===== config.mk =====
export PLATFORM = sky130hd
export DESIGN_NAME = fetch_unit_flat
export DESIGN_NICKNAME = d
export VERILOG_FILES = /design/src/rtl/fetch_pkg.sv /design/src/rtl/fetch_if.sv /design/src/rtl/fetch_fifo.sv /design/src/rtl/fetch_unit.sv /design/src/flat_wrapper.sv
export SDC_FILE = /design/constraint.sdc
export NUM_CORES = 1
export LEC_CHECK = 0
export ABC_CLOCK_PERIOD_IN_PS = 7100
export BUFFER_PORTS_ARGS = -buffer_cell sky130_fd_sc_hd__buf_4
export CORE_UTILIZATION = 57
export DETAILED_ROUTE_END_ITERATION = 7
export PLACE_DENSITY = 0.79
export SYNTH_ARGS = -nofsm -noshare
export SYNTH_HDL_FRONTEND = slang
export SYNTH_HIERARCHICAL = 1
export SYNTH_SLANG_ARGS = --single-unit

===== constraint.sdc =====
create_clock -name clk -period 7.1 [get_ports clk]
set_input_delay 0.71 -clock clk [delete_from_list [all_inputs] [get_ports clk]]
set_output_delay 0.71 -clock clk [all_outputs]
set_load 0.03 [all_outputs]

===== src/rtl/fetch_pkg.sv =====
// Shared types and defaults for the instruction fetch unit.
package fetch_pkg;

  typedef enum logic [1:0] {
    IDLE  = 2'd0,
    BUSY  = 2'd1,
    FLUSH = 2'd2
  } fetch_state_e;

  localparam int unsigned DEFAULT_DEPTH    = 4;
  localparam logic [31:0] DEFAULT_RESET_PC = 32'h0000_0000;
  localparam int unsigned ENTRY_W          = 64;

  function automatic logic [31:0] align_word(input logic [31:0] addr);
    return {addr[31:2], 2'b00};
  endfunction

endpackage


===== src/rtl/fetch_if.sv =====
// Bundle of the fetch unit's memory, redirect and decode-side handshakes.
interface fetch_if;

  logic        imem_req;
  logic [31:0] imem_addr;
  logic        imem_rvalid;
  logic [31:0] imem_rdata;
  logic        redirect_valid;
  logic [31:0] redirect_pc;
  logic        inst_valid;
  logic        inst_ready;
  logic [31:0] inst_data;
  logic [31:0] inst_pc;

  modport master (
    output imem_req, imem_addr, inst_valid, inst_data, inst_pc,
    input  imem_rvalid, imem_rdata, redirect_valid, redirect_pc, inst_ready
  );

  modport slave (
    input  imem_req, imem_addr, inst_valid, inst_data, inst_pc,
    output imem_rvalid, imem_rdata, redirect_valid, redirect_pc, inst_ready
  );

endinterface


===== src/rtl/fetch_fifo.sv =====
// Power-of-two instruction queue holding {instruction, pc} entries with a
// synchronous clear that takes priority over push/pop.
module fetch_fifo
  import fetch_pkg::*;
#(
  parameter int unsigned DEPTH = DEFAULT_DEPTH,
  parameter int unsigned WIDTH = ENTRY_W,
  localparam int unsigned AW   = $clog2(DEPTH),
  localparam int unsigned CW   = AW + 1
) (
  input  logic             clk,
  input  logic             reset,
  input  logic             clear_i,
  input  logic             push_i,
  input  logic [WIDTH-1:0] push_data_i,
  input  logic             pop_i,
  output logic [WIDTH-1:0] head_o,
  output logic [CW-1:0]    count_o
);

  logic [WIDTH-1:0] mem_q [DEPTH];
  logic [AW-1:0]    wr_ptr_q, wr_ptr_d;
  logic [AW-1:0]    rd_ptr_q, rd_ptr_d;
  logic [CW-1:0]    count_q, count_d;
  logic             do_push, do_pop;

  assign do_pop  = pop_i && (count_q != '0);
  assign do_push = push_i && (count_q != CW'(DEPTH));

  always_comb begin
    wr_ptr_d = wr_ptr_q;
    rd_ptr_d = rd_ptr_q;
    count_d  = count_q;
    if (clear_i) begin
      wr_ptr_d = '0;
      rd_ptr_d = '0;
      count_d  = '0;
    end else begin
      if (do_push) wr_ptr_d = wr_ptr_q + 1'b1;
      if (do_pop)  rd_ptr_d = rd_ptr_q + 1'b1;
      case ({do_push, do_pop})
        2'b10:   count_d = count_q + 1'b1;
        2'b01:   count_d = count_q - 1'b1;
        default: count_d = count_q;
      endcase
    end
  end

  always_ff @(posedge clk) begin
    if (reset) begin
      wr_ptr_q <= '0;
      rd_ptr_q <= '0;
      count_q  <= '0;
    end else begin
      wr_ptr_q <= wr_ptr_d;
      rd_ptr_q <= rd_ptr_d;
      count_q  <= count_d;
    end
  end

  // Storage needs no reset; count gates visibility of every entry.
  always_ff @(posedge clk) begin
    if (do_push && !clear_i) mem_q[wr_ptr_q] <= push_data_i;
  end

  assign head_o  = mem_q[rd_ptr_q];
  assign count_o = count_q;

endmodule


===== src/rtl/fetch_unit.sv =====
// Sequential instruction fetcher: one outstanding memory request, a small
// instruction queue toward decode, and redirect handling that drops stale data.
module fetch_unit
  import fetch_pkg::*;
#(
  parameter logic [31:0] RESET_PC = DEFAULT_RESET_PC,
  parameter int unsigned DEPTH    = DEFAULT_DEPTH
) (
  input logic     clk,
  input logic     reset,
  fetch_if.master bus
);

  localparam int unsigned CW = $clog2(DEPTH) + 1;

  fetch_state_e         state_q, state_d;
  logic [31:0]          fetch_pc_q, fetch_pc_d;
  logic [31:0]          req_addr_q, req_addr_d;
  logic [CW-1:0]        count;
  logic [ENTRY_W-1:0]   head;
  logic [CW:0]          count_after;
  logic                 flush, enq, deq, issue;

  assign flush = bus.redirect_valid;
  assign deq   = bus.inst_valid && bus.inst_ready;
  assign enq   = (state_q == BUSY) && bus.imem_rvalid && !flush;

  // Issue only if the entry it will eventually produce is guaranteed a slot.
  assign count_after = {1'b0, count} + (CW+1)'(enq) - (CW+1)'(deq);
  assign issue = !reset && !flush && (count_after < (CW+1)'(DEPTH)) &&
                 ((state_q == IDLE) || ((state_q == BUSY) && bus.imem_rvalid));

  always_comb begin
    state_d    = state_q;
    fetch_pc_d = fetch_pc_q;
    req_addr_d = req_addr_q;

    case (state_q)
      IDLE:    if (issue) state_d = BUSY;
      BUSY: begin
        if (flush)                 state_d = bus.imem_rvalid ? IDLE : FLUSH;
        else if (bus.imem_rvalid)  state_d = issue ? BUSY : IDLE;
      end
      FLUSH:   if (bus.imem_rvalid) state_d = IDLE;
      default: state_d = IDLE;
    endcase

    if (flush) begin
      fetch_pc_d = align_word(bus.redirect_pc);
    end else if (issue) begin
      fetch_pc_d = fetch_pc_q + 32'd4;
      req_addr_d = fetch_pc_q;
    end
  end

  always_ff @(posedge clk) begin
    if (reset) begin
      state_q    <= IDLE;
      fetch_pc_q <= RESET_PC;
      req_addr_q <= RESET_PC;
    end else begin
      state_q    <= state_d;
      fetch_pc_q <= fetch_pc_d;
      req_addr_q <= req_addr_d;
    end
  end

  fetch_fifo #(
    .DEPTH (DEPTH),
    .WIDTH (ENTRY_W)
  ) u_fifo (
    .clk         (clk),
    .reset       (reset),
    .clear_i     (flush),
    .push_i      (enq),
    .push_data_i ({bus.imem_rdata, req_addr_q}),
    .pop_i       (deq),
    .head_o      (head),
    .count_o     (count)
  );

  assign bus.imem_req   = issue;
  assign bus.imem_addr  = fetch_pc_q;
  assign bus.inst_valid = (count != '0);
  assign bus.inst_data  = head[63:32];
  assign bus.inst_pc    = head[31:0];

endmodule


===== src/flat_wrapper.sv =====
// flat-port wrapper written by rule: the top's interface ports become plain ports
module fetch_unit_flat import fetch_pkg::*;
#(
  parameter logic [31:0] RESET_PC = DEFAULT_RESET_PC,
  parameter int unsigned DEPTH    = DEFAULT_DEPTH
)
  (clk, reset, bus_imem_req, bus_imem_addr, bus_inst_valid, bus_inst_data, bus_inst_pc, bus_imem_rvalid, bus_imem_rdata, bus_redirect_valid, bus_redirect_pc, bus_inst_ready);
  fetch_if bus_i ();
  input logic clk;
  input logic reset;
  output wire logic [$bits(bus_i.imem_req)-1:0] bus_imem_req;
  output wire logic [$bits(bus_i.imem_addr)-1:0] bus_imem_addr;
  output wire logic [$bits(bus_i.inst_valid)-1:0] bus_inst_valid;
  output wire logic [$bits(bus_i.inst_data)-1:0] bus_inst_data;
  output wire logic [$bits(bus_i.inst_pc)-1:0] bus_inst_pc;
  input wire logic [$bits(bus_i.imem_rvalid)-1:0] bus_imem_rvalid;
  input wire logic [$bits(bus_i.imem_rdata)-1:0] bus_imem_rdata;
  input wire logic [$bits(bus_i.redirect_valid)-1:0] bus_redirect_valid;
  input wire logic [$bits(bus_i.redirect_pc)-1:0] bus_redirect_pc;
  input wire logic [$bits(bus_i.inst_ready)-1:0] bus_inst_ready;
  assign bus_imem_req = bus_i.imem_req;
  assign bus_imem_addr = bus_i.imem_addr;
  assign bus_inst_valid = bus_i.inst_valid;
  assign bus_inst_data = bus_i.inst_data;
  assign bus_inst_pc = bus_i.inst_pc;
  assign bus_i.imem_rvalid = bus_imem_rvalid;
  assign bus_i.imem_rdata = bus_imem_rdata;
  assign bus_i.redirect_valid = bus_redirect_valid;
  assign bus_i.redirect_pc = bus_redirect_pc;
  assign bus_i.inst_ready = bus_inst_ready;
  fetch_unit #(.RESET_PC(RESET_PC), .DEPTH(DEPTH)) u_core (.clk(clk), .reset(reset), .bus(bus_i));
endmodule

==> impl_results.html, run 1 <==
<table>
<tr><th>Metric</th><th>Value</th></tr>
<tr><th colspan="2">Die</th></tr>
<tr><td>Floorplan die area</td><td>23000 um^2</td></tr>
<tr><td>Initial Util</td><td>58.3%</td></tr>
<tr><td>Area of the placeable core</td><td>21900 um^2</td></tr>
<tr><td>Total I/O pin count</td><td>167</td></tr>
<tr><td>Std-Cell Rows</td><td>54</td></tr>
<tr><td>Die span in x</td><td>152 um</td></tr>
<tr><td>Height of the die</td><td>152 um</td></tr>
<tr><th colspan="2">Timing</th></tr>
<tr><td>Setup repair after global routing missed its margin</td><td>false</td></tr>
<tr><td>Final setup fails</td><td>0</td></tr>
<tr><td>Setup TNS</td><td>0 ns</td></tr>
<tr><td>Post-layout minimum cycle time</td><td>4.04 ns</td></tr>
<tr><td>Maximum clock skew at final layout</td><td>0.0106 ns</td></tr>
<tr><td>Period utilization</td><td>56.9%</td></tr>
<tr><td>Number of endpoints with negative hold slack in the final report</td><td>0</td></tr>
<tr><td>Final slew viol count</td><td>0</td></tr>
<tr><td>Worst-Margin Slew</td><td>1.00 ns</td></tr>
<tr><td>Worst slew slack as a fraction of its limit</td><td>33.1%</td></tr>
<tr><td>Maximum frequency from static timing analysis</td><td>247 MHz</td></tr>
<tr><th colspan="2">Critical path</th></tr>
<tr><td>Worst setup path category</td><td>flip-flop to output pin</td></tr>
<tr><td>Critical path cell sequence</td><td>or3_1 -&gt; and2_1 -&gt; ha_1 -&gt; inv_1 -&gt; ha_1 -&gt; and3b_1 -&gt; nor4_2 -&gt; o21ai_4 -&gt; nor2_1 -&gt; buf_4</td></tr>
<tr><td>Cell family with the largest share of critical-path delay</td><td>simple AND/OR/NAND/NOR gates</td></tr>
<tr><td>Crit path buf inv count</td><td>2</td></tr>
<tr><td>Top fanout value on the critical path</td><td>8</td></tr>
<tr><td>Critical Path RT</td><td>6.39 ns</td></tr>
<tr><td>Most repeated library cell on the critical path</td><td>ha_1</td></tr>
<tr><td>Highest cell delay on the worst timing path</td><td>0.56 ns</td></tr>
<tr><td>Worst EP arrival</td><td>3.33 ns</td></tr>
<tr><td>Highest-delay cell along the critical path</td><td>nor4_2</td></tr>
<tr><td>Nature of the critical path startpoint</td><td>flip-flop</td></tr>
<tr><td>Crit path capture type</td><td>output pin</td></tr>
<tr><th colspan="2">CTS</th></tr>
<tr><td>Cts bufs inserted</td><td>31</td></tr>
<tr><td>Cell at the root of the clock tree</td><td>clkbuf_16</td></tr>
<tr><td>Clock tree from TritonCTS</td><td>built</td></tr>
<tr><td>Clock Pin Slew Worst Setup and Hold Paths</td><td>0.06 ns</td></tr>
<tr><td>Number of sinks on the clock net</td><td>327</td></tr>
<tr><td>Setup repair bufs after CTS</td><td>0</td></tr>
<tr><td>H-tree lvl count</td><td>1</td></tr>
<tr><td>PostCTS Resize Cnt</td><td>0</td></tr>
<tr><td>Total of hold buffers inserted after clock tree synthesis</td><td>0</td></tr>
<tr><td>Buffer depth of the longest clock path</td><td>3</td></tr>
<tr><td>Source-to-sink clock delay at the later pin of the worst-skew pair</td><td>0.53 ns</td></tr>
<tr><th colspan="2">Layout</th></tr>
<tr><td>Fill cell total of the finished layout</td><td>1470</td></tr>
<tr><td>Register area</td><td>9120 um^2</td></tr>
<tr><td>Total inserted antenna cells</td><td>0</td></tr>
<tr><td>Utilization after layout</td><td>69.1%</td></tr>
<tr><td>Multi-input gate area</td><td>3380 um^2</td></tr>
<tr><td>Final nets</td><td>1017</td></tr>
<tr><td>Non-filler cells in the finished layout</td><td>1242</td></tr>
<tr><td>Layout overhead on the synthesized area</td><td>18.7%</td></tr>
<tr><td>Layout cells sized above 1</td><td>29.7%</td></tr>
<tr><th colspan="2">GRT</th></tr>
<tr><td>Maximum number of pins on one net before global-route repair</td><td>66</td></tr>
<tr><td>Number of antenna violations at the first check in global routing</td><td>0</td></tr>
<tr><td>First-pass GRT wire length</td><td>38000 um</td></tr>
<tr><td>Remaining global-route overflow</td><td>0</td></tr>
<tr><td>Tot GR Track Use</td><td>21.7%</td></tr>
<tr><td>Via count of the first global-routing pass</td><td>7158</td></tr>
<tr><th colspan="2">Yosys</th></tr>
<tr><td>Portion of the post-synthesis area used by sequential elements</td><td>71.4%</td></tr>
<tr><td>Main synth FF type</td><td>edfxtp_1</td></tr>
<tr><td>Netlist area before placement</td><td>12800 um^2</td></tr>
<tr><td>Number of enable-type register cells in the synthesized netlist</td><td>256</td></tr>
<tr><td>Synth async-reset ratio</td><td>0%</td></tr>
<tr><td>Mapped Avg Cell Area</td><td>16.6 um^2</td></tr>
<tr><td>Flip-flop and latch count after synthesis</td><td>327</td></tr>
<tr><td>Number of warning messages in the yosys log</td><td>6</td></tr>
<tr><td>Unique cell type count in the Yosys netlist</td><td>57</td></tr>
<tr><td>Synth Instances</td><td>768</td></tr>
<tr><th colspan="2">Power and ir drop</th></tr>
<tr><td>Cell internal power dissipation</td><td>3.03 mW</td></tr>
<tr><td>Relative contribution of sequential cells to total power</td><td>55.5%</td></tr>
<tr><td>Clk network pwr share</td><td>40.1%</td></tr>
<tr><td>Switching power total</td><td>0.763 mW</td></tr>
<tr><td>Pwr Density</td><td>251 nW/um^2</td></tr>
<tr><td>Highest ir drop seen on vdd</td><td>0.143 mV</td></tr>
<tr><td>Leak pwr</td><td>4.90 nW</td></tr>
<tr><td>Switching share of power</td><td>20.1%</td></tr>
<tr><td>Combinational power share</td><td>4.3%</td></tr>
<tr><th colspan="2">Job</th></tr>
<tr><td>Max-cap violations</td><td>0</td></tr>
<tr><th colspan="2">Route</th></tr>
<tr><td>DRC violations left</td><td>0</td></tr>
<tr><td>Drt first pass iters</td><td>5</td></tr>
<tr><td>DRT Wirelength</td><td>24700 um</td></tr>
<tr><td>Final routed wire length divided by cell count</td><td>19.9 um</td></tr>
<tr><td>Via density</td><td>5.89</td></tr>
<tr><td>Antenna violation net count after detailed routing</td><td>0</td></tr>
<tr><td>Vias</td><td>7321</td></tr>
<tr><td>Initial DRC Count</td><td>511</td></tr>
<tr><th colspan="2">Placed design</th></tr>
<tr><td>Port Buf Inserts</td><td>162</td></tr>
<tr><td>Weighted congestion reported at the end of routability-driven placement</td><td>0.826</td></tr>
<tr><td>Post-detailed-placement half-perimeter wirelength</td><td>14700 um</td></tr>
<tr><td>Post-Place Cells</td><td>1185</td></tr>
<tr><th colspan="2">Run status</th></tr>
<tr><td>Result of the run</td><td>finished clean</td></tr>
<tr><th colspan="2">Hold path</th></tr>
<tr><td>Hold crit path type</td><td>input port to flip-flop</td></tr>
</table>
-- layout by cell type, fill, tap and decap left out, types with 10 or more instances in the layout --
cell and count:
dfxtp_1 69, a21oi_1 42, nand2_1 96, buf_4 170
nor2_1 26, inv_1 15, clkbuf_16 32, a31oi_1 15
edfxtp_1 256, mux4_2 60, o311ai_0 10, clkbuf_1 15
conb_1 10, o211ai_1 17, nand3_1 15
-- state kept, by name, summed over array words and instances (netlist names), named ones only --
register	cells
u_core/u_fifo/mem_q	256
u_core/u_fifo/rd_ptr_q	2
u_core/u_fifo/wr_ptr_q	2
u_core/bus.imem_addr	30
u_core/u_fifo/count_o	3
u_core/req_addr_q	30
u_core/state_q	2
-- per-layer routing --
| metal | track usage (%) | share of wire (%) |
|---|---|---|
| met1 | 30.6 | 42 |
| met2 | 35.6 | 49 |
| met3 | 3.23 | 7.3 |
| met4 | 5.79 | 1.1 |
| met5 | 0 | 0 |
-- path summary, 6_finish.rpt --
| kind | from | endpoint | slack, ns | depth (start not counted) |
|---|---|---|---|---|
| worst max-delay path | u_core/u_fifo/count_o[1]$_SDFFE_PP0P_ | bus_imem_req | 3.06 | 10 |
| worst min register to register | u_core/req_addr_q[15]$_SDFFE_PP0P_ | u_core/req_addr_q[15]$_SDFFE_PP0P_ | 0.50 | 2 |
| worst max register to register | u_core/u_fifo/count_o[1]$_SDFFE_PP0P_ | u_core/bus.imem_addr[2]$_SDFFE_PP0P_ | 3.34 | 11 |
| worst min-delay path | bus_imem_rvalid | u_core/state_q[1]$_SDFFE_PP0P_ | 0.35 | 2 |
-- per-stage QoR --
stage	cell area (um^2)	total power, mW	hold slack, ns	setup WS, ns
after floorplan	12800	2.23	0.460	0.466
after global placement	14200	2.31	0.474	3.21
after detailed placement	14200	2.31	0.491	3.10
after CTS	15100	3.83	0.332	3.05
after global routing	15100	3.92	0.348	2.88
final	15100	3.80	0.352	3.06
-- area by class of cell --
cell class              instances  share of cell area [%]
clock buffers                  53                    6.21
flip-flops and latches        327                    60.2
clock inverters                 4                   0.116
repair buffers                170                    8.43
multi-input cells             393                    22.3
well taps                     280                    2.31
inverters                      15                   0.372
-- synth_stat cells, types with 2 or more instances --
cell | instances | area share, %
a21oi_1 | 42 | 1.6
a22oi_1 | 7 | 0.41
a31oi_1 | 15 | 0.74
and2_1 | 3 | 0.15
buf_1 | 3 | 0.088
buf_12 | 6 | 0.94
buf_2 | 7 | 0.27
buf_4 | 2 | 0.12
clkbuf_1 | 22 | 0.65
dfxtp_1 | 71 | 11
edfxtp_1 | 256 | 60
ha_1 | 9 | 0.88
inv_1 | 15 | 0.44
mux2i_1 | 3 | 0.24
mux4_1 | 4 | 0.82
mux4_2 | 60 | 11
nand2_1 | 96 | 2.8
nand3_1 | 15 | 0.59
nand4_1 | 9 | 0.44
nor2_1 | 26 | 0.77
nor2b_1 | 4 | 0.20
nor3_1 | 5 | 0.20
nor3b_1 | 5 | 0.29
o211a_1 | 2 | 0.16
o211ai_1 | 17 | 1.0
o21ai_0 | 2 | 0.078
o311ai_0 | 10 | 0.69
o31ai_1 | 4 | 0.24
or2_2 | 2 | 0.098
or3_1 | 6 | 0.29
or3b_1 | 2 | 0.14
or4_1 | 9 | 0.53
xnor2_1 | 3 | 0.21
xor2_1 | 3 | 0.21
-- cells by family after synthesis --
group	count (synthesis)	synth area share, %
XOR/XNOR	6	0.412
other	1	0.0294
AO/OA/AOI/OAI	109	5.69
adder cells (fa/ha/maj)	10	1.04
flip-flops	327	71.4
multiplexers	67	11.7
buffers and inverters	57	2.64
AND/OR/NAND/NOR	191	7.13
-- worst reg2reg max path, cell delays in order, from the launching register on --
cell      delay, ns
dfxtp_1        0.40
or3_1          0.45
and2_1         0.23
ha_1           0.19
inv_1          0.06
ha_1           0.22
and3b_1        0.19
nor4_2         0.56
o21a_1         0.66
buf_4          0.38
xnor2_1        0.10
a211oi_1       0.23
-- power groups by stage --
stage | registers (mW) | logic (mW) | clock network (mW)
2_1_floorplan | 2.16 | 0.0696 | 0
4_1_cts | 2.11 | 0.165 | 1.56
3_5_place_dp | 2.15 | 0.164 | 0
3_3_place_gp | 2.15 | 0.161 | 0
5_1_grt | 2.11 | 0.177 | 1.64
6_report | 2.11 | 0.165 | 1.52
Power figures use the tool's default switching activity.
==> run 2: changes to the inputs <==
Settings changed: ABC_AREA set to 1, ABC_CLOCK_PERIOD_IN_PS 7100 to 4200, CORE_UTILIZATION 57 to 58, PLACE_DENSITY 0.79 to 0.8.
Clock period 7.1 ns to 4.2 ns, I/O delays scaled along.
==> impl_results.html, run 2 <==
<table>
<tr><th>Metric</th><th>Value</th></tr>
<tr><th colspan="2">Die</th></tr>
<tr><td>Height of the die</td><td>155 um</td></tr>
<tr><td>Total I/O pin count</td><td>167</td></tr>
<tr><td>Area of the placeable core</td><td>22800 um^2</td></tr>
<tr><td>Initial Util</td><td>59.7%</td></tr>
<tr><td>Die span in x</td><td>155 um</td></tr>
<tr><td>Floorplan die area</td><td>24100 um^2</td></tr>
<tr><td>Std-Cell Rows</td><td>55</td></tr>
<tr><th colspan="2">Critical path</th></tr>
<tr><td>Worst setup path category</td><td>flip-flop to output pin</td></tr>
<tr><td>Critical path cell sequence</td><td>nor2_1 -&gt; a21boi_0 -&gt; ha_1 -&gt; inv_1 -&gt; ha_1 -&gt; nand3_1 -&gt; nand2_1 -&gt; nand2_1 -&gt; nand3_2 -&gt; inv_2 -&gt; buf_4</td></tr>
<tr><td>Worst R2R End</td><td>u_core/req_addr_q[15]$_SDFFE_PP0P_</td></tr>
<tr><td>Highest-delay cell along the critical path</td><td>dfxtp_1</td></tr>
<tr><td>Critical Path RT</td><td>3.78 ns</td></tr>
<tr><td>Reg-to-reg setup timing slack</td><td>1.41 ns</td></tr>
<tr><td>Worst EP arrival</td><td>2.93 ns</td></tr>
<tr><td>Highest cell delay on the worst timing path</td><td>0.43 ns</td></tr>
<tr><td>Top fanout value on the critical path</td><td>19</td></tr>
<tr><td>Cell family with the largest share of critical-path delay</td><td>buffers and inverters</td></tr>
<tr><td>Crit path buf inv count</td><td>3</td></tr>
<tr><td>Crit path capture type</td><td>output pin</td></tr>
<tr><td>Count of cells along the worst register-to-register path</td><td>13</td></tr>
<tr><td>Nature of the critical path startpoint</td><td>flip-flop</td></tr>
<tr><td>RR Startpoint</td><td>u_core/u_fifo/count_o[2]$_SDFFE_PP0P_</td></tr>
<tr><th colspan="2">Run status</th></tr>
<tr><td>Result of the run</td><td>finished clean</td></tr>
<tr><th colspan="2">GRT</th></tr>
<tr><td>Via count of the first global-routing pass</td><td>9358</td></tr>
<tr><td>Remaining global-route overflow</td><td>0</td></tr>
<tr><td>Maximum number of pins on one net before global-route repair</td><td>75</td></tr>
<tr><td>Tot GR Track Use</td><td>24.7%</td></tr>
<tr><td>First-pass GRT wire length</td><td>46900 um</td></tr>
<tr><td>Number of antenna violations at the first check in global routing</td><td>0</td></tr>
<tr><th colspan="2">Yosys</th></tr>
<tr><td>Unique cell type count in the Yosys netlist</td><td>34</td></tr>
<tr><td>Cells taking the most area after synthesis</td><td>edfxtp_1 (57%), dfxtp_1 (10%), nand2_1 (6.6%)</td></tr>
<tr><td>Area fraction in and, or, nand and nor cells after synthesis</td><td>15.9%</td></tr>
<tr><td>Flip-flop and latch count after synthesis</td><td>327</td></tr>
<tr><td>Synth Instances</td><td>1282</td></tr>
<tr><td>Fraction of synthesized cell area in xor and xnor cells</td><td>0.515%</td></tr>
<tr><td>Netlist area before placement</td><td>13600 um^2</td></tr>
<tr><td>Largest family of logic cells by synthesized area</td><td>simple AND/OR/NAND/NOR gates</td></tr>
<tr><td>Mapped Avg Cell Area</td><td>10.6 um^2</td></tr>
<tr><td>Most frequent cells after synthesis</td><td>edfxtp_1 (256), nand2_1 (239), nor2_1 (220)</td></tr>
<tr><td>Top-count cell post-synth</td><td>edfxtp_1</td></tr>
<tr><td>Adder and majority cell fraction of the synthesized area</td><td>0.976%</td></tr>
<tr><td>Library cell with the largest summed area after synthesis</td><td>edfxtp_1</td></tr>
<tr><td>Number of enable-type register cells in the synthesized netlist</td><td>256</td></tr>
<tr><td>Portion of the post-synthesis area used by sequential elements</td><td>67.0%</td></tr>
<tr><td>Synth async-reset ratio</td><td>0%</td></tr>
<tr><td>Main synth FF type</td><td>edfxtp_1</td></tr>
<tr><td>Proportion of netlist area held by the largest area contributor</td><td>56.5%</td></tr>
<tr><td>Number of warning messages in the yosys log</td><td>6</td></tr>
<tr><td>Compound-cell area share of the yosys netlist</td><td>10.4%</td></tr>
<tr><td>Post-synthesis mux area share</td><td>0%</td></tr>
<tr><th colspan="2">Hold path</th></tr>
<tr><td>Number of cells on the worst hold path</td><td>1</td></tr>
<tr><td>Endpoint with the worst hold slack</td><td>u_core/u_fifo/mem_q[0][38]$_DFFE_PP_</td></tr>
<tr><td>Hold crit path type</td><td>input port to flip-flop</td></tr>
<tr><td>Startpoint of the most critical hold path</td><td>bus_imem_rdata[6]</td></tr>
<tr><th colspan="2">Timing</th></tr>
<tr><td>Worst slew slack as a fraction of its limit</td><td>48.1%</td></tr>
<tr><td>Number of endpoints with negative hold slack in the final report</td><td>0</td></tr>
<tr><td>Period utilization</td><td>79.7%</td></tr>
<tr><td>Worst Slack Setup Final</td><td>0.851 ns</td></tr>
<tr><td>Maximum frequency from static timing analysis</td><td>299 MHz</td></tr>
<tr><td>Final slew viol count</td><td>0</td></tr>
<tr><td>Post-layout minimum cycle time</td><td>3.35 ns</td></tr>
<tr><td>Tightest hold margin</td><td>0.0581 ns</td></tr>
<tr><td>Worst-Margin Slew</td><td>0.777 ns</td></tr>
<tr><td>Final setup fails</td><td>0</td></tr>
<tr><td>Maximum clock skew at final layout</td><td>0.0100 ns</td></tr>
<tr><td>Setup repair after global routing missed its margin</td><td>false</td></tr>
<tr><th colspan="2">Route</th></tr>
<tr><td>DRT Wirelength</td><td>29400 um</td></tr>
<tr><td>Antenna violation net count after detailed routing</td><td>0</td></tr>
<tr><td>Initial DRC Count</td><td>804</td></tr>
<tr><td>Final routed wire length divided by cell count</td><td>16.6 um</td></tr>
<tr><td>Via density</td><td>5.49</td></tr>
<tr><td>DRC violations left</td><td>0</td></tr>
<tr><td>Vias</td><td>9716</td></tr>
<tr><td>Drt first pass iters</td><td>5</td></tr>
<tr><th colspan="2">Power and ir drop</th></tr>
<tr><td>Leak pwr</td><td>6.16 nW</td></tr>
<tr><td>Highest ir drop seen on vdd</td><td>0.267 mV</td></tr>
<tr><td>Pwr Density</td><td>423 nW/um^2</td></tr>
<tr><td>Final Total Pwr</td><td>6.82 mW</td></tr>
<tr><th colspan="2">Layout</th></tr>
<tr><td>Final instance area</td><td>16100 um^2</td></tr>
<tr><td>Register bank with the most flops</td><td>u_core/u_fifo/mem_q</td></tr>
<tr><td>Highest-count cells in the layout ignoring fill and taps</td><td>edfxtp_1 (256), nand2_1 (239), nor2_1 (216)</td></tr>
<tr><td>Total inserted antenna cells</td><td>0</td></tr>
<tr><td>Utilization after layout</td><td>70.8%</td></tr>
<tr><td>Commonest non-fill, non-tap cell in the layout</td><td>edfxtp_1</td></tr>
<tr><td>Final nets</td><td>1511</td></tr>
<tr><td>Layout cells sized above 1</td><td>17.8%</td></tr>
<tr><td>Largest register FFs</td><td>256</td></tr>
<tr><td>Layout overhead on the synthesized area</td><td>18.6%</td></tr>
<tr><th colspan="2">CTS</th></tr>
<tr><td>PostCTS Resize Cnt</td><td>0</td></tr>
<tr><td>Clock Pin Slew Worst Setup and Hold Paths</td><td>0.07 ns</td></tr>
<tr><td>Source-to-sink clock delay at the later pin of the worst-skew pair</td><td>0.55 ns</td></tr>
<tr><td>Clock tree from TritonCTS</td><td>built</td></tr>
<tr><td>Cts bufs inserted</td><td>31</td></tr>
<tr><td>Total of hold buffers inserted after clock tree synthesis</td><td>0</td></tr>
<tr><td>Buffer depth of the longest clock path</td><td>3</td></tr>
<tr><td>H-tree lvl count</td><td>1</td></tr>
<tr><td>Setup repair bufs after CTS</td><td>0</td></tr>
<tr><td>Cell at the root of the clock tree</td><td>clkbuf_16</td></tr>
<tr><td>Number of sinks on the clock net</td><td>327</td></tr>
<tr><th colspan="2">Placed design</th></tr>
<tr><td>Pre-CTS worst setup slack</td><td>1.28 ns</td></tr>
<tr><td>Instance area at placement</td><td>15000 um^2</td></tr>
<tr><td>Post-detailed-placement half-perimeter wirelength</td><td>17400 um</td></tr>
<tr><td>Port Buf Inserts</td><td>162</td></tr>
<tr><td>Weighted congestion reported at the end of routability-driven placement</td><td>0.883</td></tr>
<tr><th colspan="2">Job</th></tr>
<tr><td>Max-cap violations</td><td>0</td></tr>
</table>
[run 2: cell count changes in the layout (fill, tap and decap cells not counted), moves of 10 or more]
cell,previous run,this run
a21oi_1,42,56
a31oi_1,15,0
clkbuf_1,15,4
inv_1,15,64
mux4_2,60,0
nand2_1,96,239
nand3_1,15,51
nor2_1,26,216
nor2_4,0,10
o211ai_1,17,0
o21ai_0,1,77
o21ai_1,0,61
o22ai_1,0,64
o311ai_0,10,0
[run 2: through the flow]
step                cells  TNS [ns]
floorplan            1291   -158.87
global placement     1712         0
detailed placement   1712         0
CTS                  1770         0
global route         1770         0
finish               1770         0
[run 2: layout make-up]
class | count | area (um^2)
Fill cell | 1639 | 6650
Tap cell | 313 | 392
Inverter | 74 | 283
Clock inverter | 19 | 239
Timing Repair Buffer | 174 | 1370
Clock buffer | 39 | 880
Sequential cell | 327 | 9110
Multi-Input combinational cell | 824 | 3850
[run 2: worst max-delay path by stage]
stage / startpoint / end / slack [ns] / cells after the start
final: u_core/u_fifo/count_o[2]$_SDFFE_PP0P_ / bus_imem_req / 0.85 / 11
after global routing: u_core/u_fifo/count_o[2]$_SDFFE_PP0P_ / bus_imem_req / 0.59 / 11
after CTS: u_core/u_fifo/count_o[1]$_SDFFE_PP0P_ / bus_imem_req / 0.85 / 11
after detailed placement: bus_redirect_valid / u_core/bus.imem_addr[9]$_SDFFE_PP0P_ / 1.28 / 16
after global placement: bus_redirect_valid / bus_imem_req / 1.34 / 14
after floorplan: bus_redirect_valid / u_core/u_fifo/mem_q[0][0]$_DFFE_PP_ / -0.62 / 8
[run 2: cell families after synthesis]
kind of cell | after synthesis
xor gates and xnor gates | 8
adders and majority gates | 10
other | 1
buffers and inverters | 140
and+or+nand+nor | 532
DFF | 327
AOI/OAI and AO/OA | 264
[run 2: power breakdown]
group	internal, mW	leakage [nW]	switching [mW]
Combinational	0.113	2.54	0.174
Sequential	3.50	3.07	0.0511
Clock	1.80	0.546	1.18
[run 2: layer usage]
metal / up-vias / GRT usage [%] / routed length (um)
met5: - / 0 / 0
met4: 0 / 8.02 / 775
met3: 53 / 3.45 / 2080
met2: 371 / 41.6 / 14000
met1: 4569 / 33.2 / 12600
li1: 4723 / - / -
==> run 3: changes to the inputs <==
Settings changed: ABC_AREA 1 to 0, ABC_CLOCK_PERIOD_IN_PS 4200 to 3340, CORE_UTILIZATION 58 to 57, PLACE_DENSITY 0.8 to 0.79.
Clock period 4.2 ns to 3.34 ns, I/O delays scaled along.
==> impl_results.html, run 3 (same netlist as run 1, synthesis figures left out) <==
<table>
<tr><th>Metric</th><th>Value</th></tr>
<tr><th colspan="2">Route</th></tr>
<tr><td>Antenna violation net count after detailed routing</td><td>0</td></tr>
<tr><td>Vias</td><td>7545</td></tr>
<tr><td>DRC violations left</td><td>0</td></tr>
<tr><td>Drt first pass iters</td><td>5</td></tr>
<tr><td>Final routed wire length divided by cell count</td><td>20.8 um</td></tr>
<tr><td>Via density</td><td>5.98</td></tr>
<tr><td>Initial DRC Count</td><td>539</td></tr>
<tr><td>DRT Wirelength</td><td>26200 um</td></tr>
<tr><th colspan="2">Timing</th></tr>
<tr><td>Worst-Margin Slew</td><td>1.12 ns</td></tr>
<tr><td>Post-layout minimum cycle time</td><td>3.18 ns</td></tr>
<tr><td>Tightest hold margin</td><td>0.0262 ns</td></tr>
<tr><td>Maximum clock skew at final layout</td><td>0.0122 ns</td></tr>
<tr><td>Number of endpoints with negative hold slack in the final report</td><td>0</td></tr>
<tr><td>Worst Slack Setup Final</td><td>0.160 ns</td></tr>
<tr><td>Final slew viol count</td><td>0</td></tr>
<tr><td>Maximum frequency from static timing analysis</td><td>315 MHz</td></tr>
<tr><td>Setup repair after global routing missed its margin</td><td>false</td></tr>
<tr><td>Final setup fails</td><td>0</td></tr>
<tr><td>Setup TNS</td><td>0 ns</td></tr>
<tr><td>Worst slew slack as a fraction of its limit</td><td>25.0%</td></tr>
<tr><td>Period utilization</td><td>95.2%</td></tr>
<tr><th colspan="2">Die</th></tr>
<tr><td>Initial Util</td><td>58.3%</td></tr>
<tr><td>Area of the placeable core</td><td>21900 um^2</td></tr>
<tr><td>Die span in x</td><td>152 um</td></tr>
<tr><td>Height of the die</td><td>152 um</td></tr>
<tr><td>Std-Cell Rows</td><td>54</td></tr>
<tr><td>Floorplan die area</td><td>23000 um^2</td></tr>
<tr><td>Total I/O pin count</td><td>167</td></tr>
<tr><th colspan="2">CTS</th></tr>
<tr><td>Number of sinks on the clock net</td><td>327</td></tr>
<tr><td>Clock Pin Slew Worst Setup and Hold Paths</td><td>0.06 ns</td></tr>
<tr><td>H-tree lvl count</td><td>2</td></tr>
<tr><td>Source-to-sink clock delay at the later pin of the worst-skew pair</td><td>0.51 ns</td></tr>
<tr><td>Clock tree from TritonCTS</td><td>built</td></tr>
<tr><td>Buffer depth of the longest clock path</td><td>3</td></tr>
<tr><td>Cts bufs inserted</td><td>34</td></tr>
<tr><td>Cell at the root of the clock tree</td><td>clkbuf_16</td></tr>
<tr><th colspan="2">Power and ir drop</th></tr>
<tr><td>Leak pwr</td><td>5.10 nW</td></tr>
<tr><td>Switching power total</td><td>1.75 mW</td></tr>
<tr><td>Clk network pwr share</td><td>43.6%</td></tr>
<tr><td>Relative contribution of sequential cells to total power</td><td>52.1%</td></tr>
<tr><td>Switching share of power</td><td>20.3%</td></tr>
<tr><td>Cell internal power dissipation</td><td>6.86 mW</td></tr>
<tr><td>Combinational power share</td><td>4.3%</td></tr>
<tr><td>Pwr Density</td><td>554 nW/um^2</td></tr>
<tr><td>Highest ir drop seen on vdd</td><td>0.379 mV</td></tr>
<tr><th colspan="2">Job</th></tr>
<tr><td>Max-cap violations</td><td>0</td></tr>
<tr><th colspan="2">Placed design</th></tr>
<tr><td>Instance area at placement</td><td>14400 um^2</td></tr>
<tr><td>Weighted congestion reported at the end of routability-driven placement</td><td>0.876</td></tr>
<tr><td>Port Buf Inserts</td><td>162</td></tr>
<tr><td>Post-detailed-placement half-perimeter wirelength</td><td>15800 um</td></tr>
<tr><td>Pre-CTS worst setup slack</td><td>0.258 ns</td></tr>
<tr><th colspan="2">Critical path</th></tr>
<tr><td>Top fanout value on the critical path</td><td>6</td></tr>
<tr><td>Nature of the critical path startpoint</td><td>flip-flop</td></tr>
<tr><td>Worst setup path category</td><td>flip-flop to output pin</td></tr>
<tr><td>Highest-delay cell along the critical path</td><td>or3_1</td></tr>
<tr><td>Crit path capture type</td><td>output pin</td></tr>
<tr><td>Highest cell delay on the worst timing path</td><td>0.38 ns</td></tr>
<tr><td>Critical path cell sequence</td><td>or3_1 -&gt; and2_1 -&gt; ha_1 -&gt; inv_1 -&gt; ha_1 -&gt; and3b_1 -&gt; o211a_2 -&gt; o21ai_4 -&gt; nor2_2 -&gt; buf_4</td></tr>
<tr><td>Most repeated library cell on the critical path</td><td>ha_1</td></tr>
<tr><td>Worst EP arrival</td><td>2.85 ns</td></tr>
<tr><td>Critical Path RT</td><td>3.01 ns</td></tr>
<tr><th colspan="2">Run status</th></tr>
<tr><td>Result of the run</td><td>finished clean</td></tr>
<tr><th colspan="2">Layout</th></tr>
<tr><td>Highest-count cells in the layout ignoring fill and taps</td><td>edfxtp_1 (256), buf_4 (176), nand2_1 (96)</td></tr>
<tr><td>Largest register FFs</td><td>256</td></tr>
<tr><td>Utilization after layout</td><td>70.9%</td></tr>
<tr><td>Register bank with the most flops</td><td>u_core/u_fifo/mem_q</td></tr>
<tr><td>Total inserted antenna cells</td><td>0</td></tr>
<tr><td>Final instance area</td><td>15500 um^2</td></tr>
<tr><td>Commonest non-fill, non-tap cell in the layout</td><td>edfxtp_1</td></tr>
<tr><td>Layout cells sized above 1</td><td>31.3%</td></tr>
<tr><td>Layout overhead on the synthesized area</td><td>21.8%</td></tr>
<tr><td>Final nets</td><td>1034</td></tr>
<tr><th colspan="2">GRT</th></tr>
<tr><td>First-pass GRT wire length</td><td>40200 um</td></tr>
<tr><td>Maximum number of pins on one net before global-route repair</td><td>66</td></tr>
<tr><td>Via count of the first global-routing pass</td><td>7535</td></tr>
<tr><td>Tot GR Track Use</td><td>23.3%</td></tr>
<tr><td>Remaining global-route overflow</td><td>0</td></tr>
<tr><td>Number of antenna violations at the first check in global routing</td><td>0</td></tr>
<tr><th colspan="2">Hold path</th></tr>
<tr><td>Hold crit path type</td><td>input port to flip-flop</td></tr>
</table>
-- run 3: cell count changes in the layout (fill, tap and decap cells not counted), sizes merged, moves of 38 or more --
cell   delta
inv      -58
nand3    -38
o22ai    -64
nand2   -147
o21ai   -134
mux4     +64
nor2    -205
-- run 3: layout make-up --
cell class,count,area (um^2)
flip-flops and latches,327,9120
multi-input cells,394,3410
inverters,15,56.3
repair buffers,183,1460
clock inverters,17,158
well taps,280,350
fillers,1459,6360
clock buffers,45,977
-- run 3: worst max-delay path: cells and delay by family, from the launching register on --
family	cells	cell delay, ns
fa+ha+maj	2	0.40
buf+inv	2	0.25
flops	1	0.30
compound gates	2	0.56
simple gates	4	0.83
-- run 3: routing by layer --
| layer | GRT usage (%) | part of all wire [%] | up-vias |
|---|---|---|---|
| met5 | 0 | 0 | - |
| met4 | 7.03 | 1.7 | 0 |
| met3 | 4.85 | 7.8 | 45 |
| met2 | 38.3 | 49 | 330 |
| met1 | 31.4 | 42 | 3773 |
| li1 | - | - | 3397 |
-- run 3: final timing paths --
check	start	cells after the start	to	slack [ns]
setup / recovery	u_core/u_fifo/count_o[2]$_SDFFE_PP0P_	10	bus_imem_req	0.16
hold / removal	bus_imem_rvalid	2	u_core/state_q[1]$_SDFFE_PP0P_	0.03
setup reg to reg	u_core/u_fifo/count_o[2]$_SDFFE_PP0P_	11	u_core/bus.imem_addr[15]$_SDFFE_PP0P_	0.29
hold reg to reg	u_core/req_addr_q[5]$_SDFFE_PP0P_	2	u_core/req_addr_q[5]$_SDFFE_PP0P_	0.50
-- run 3: power groups by stage --
| stage | clock [mW] | combinational, mW | sequential, mW |
|---|---|---|---|
| 6_report | 3.75 | 0.370 | 4.48 |
| 5_1_grt | 3.98 | 0.396 | 4.49 |
| 4_1_cts | 3.84 | 0.369 | 4.48 |
| 3_5_place_dp | 0 | 0.363 | 4.57 |
| 3_3_place_gp | 0 | 0.354 | 4.57 |
| 2_1_floorplan | 0 | 0.149 | 4.59 |
-- run 3: repair_timing --
action | CTS | global route
cloned | 1 | 0
buffers inserted | 1 | 1
pin swaps | 1 | 0
hold buffers | 0 | 0
endpoints found under the setup margin | 1 | 1
resized for setup | 0 | 1
-- run 3: through the flow --
step | total power [mW] | cells
2_1_floorplan | 4.74 | 777
3_3_place_gp | 4.92 | 1196
3_5_place_dp | 4.93 | 1196
4_1_cts | 8.69 | 1260
5_1_grt | 8.86 | 1261
6_report | 8.61 | 1261
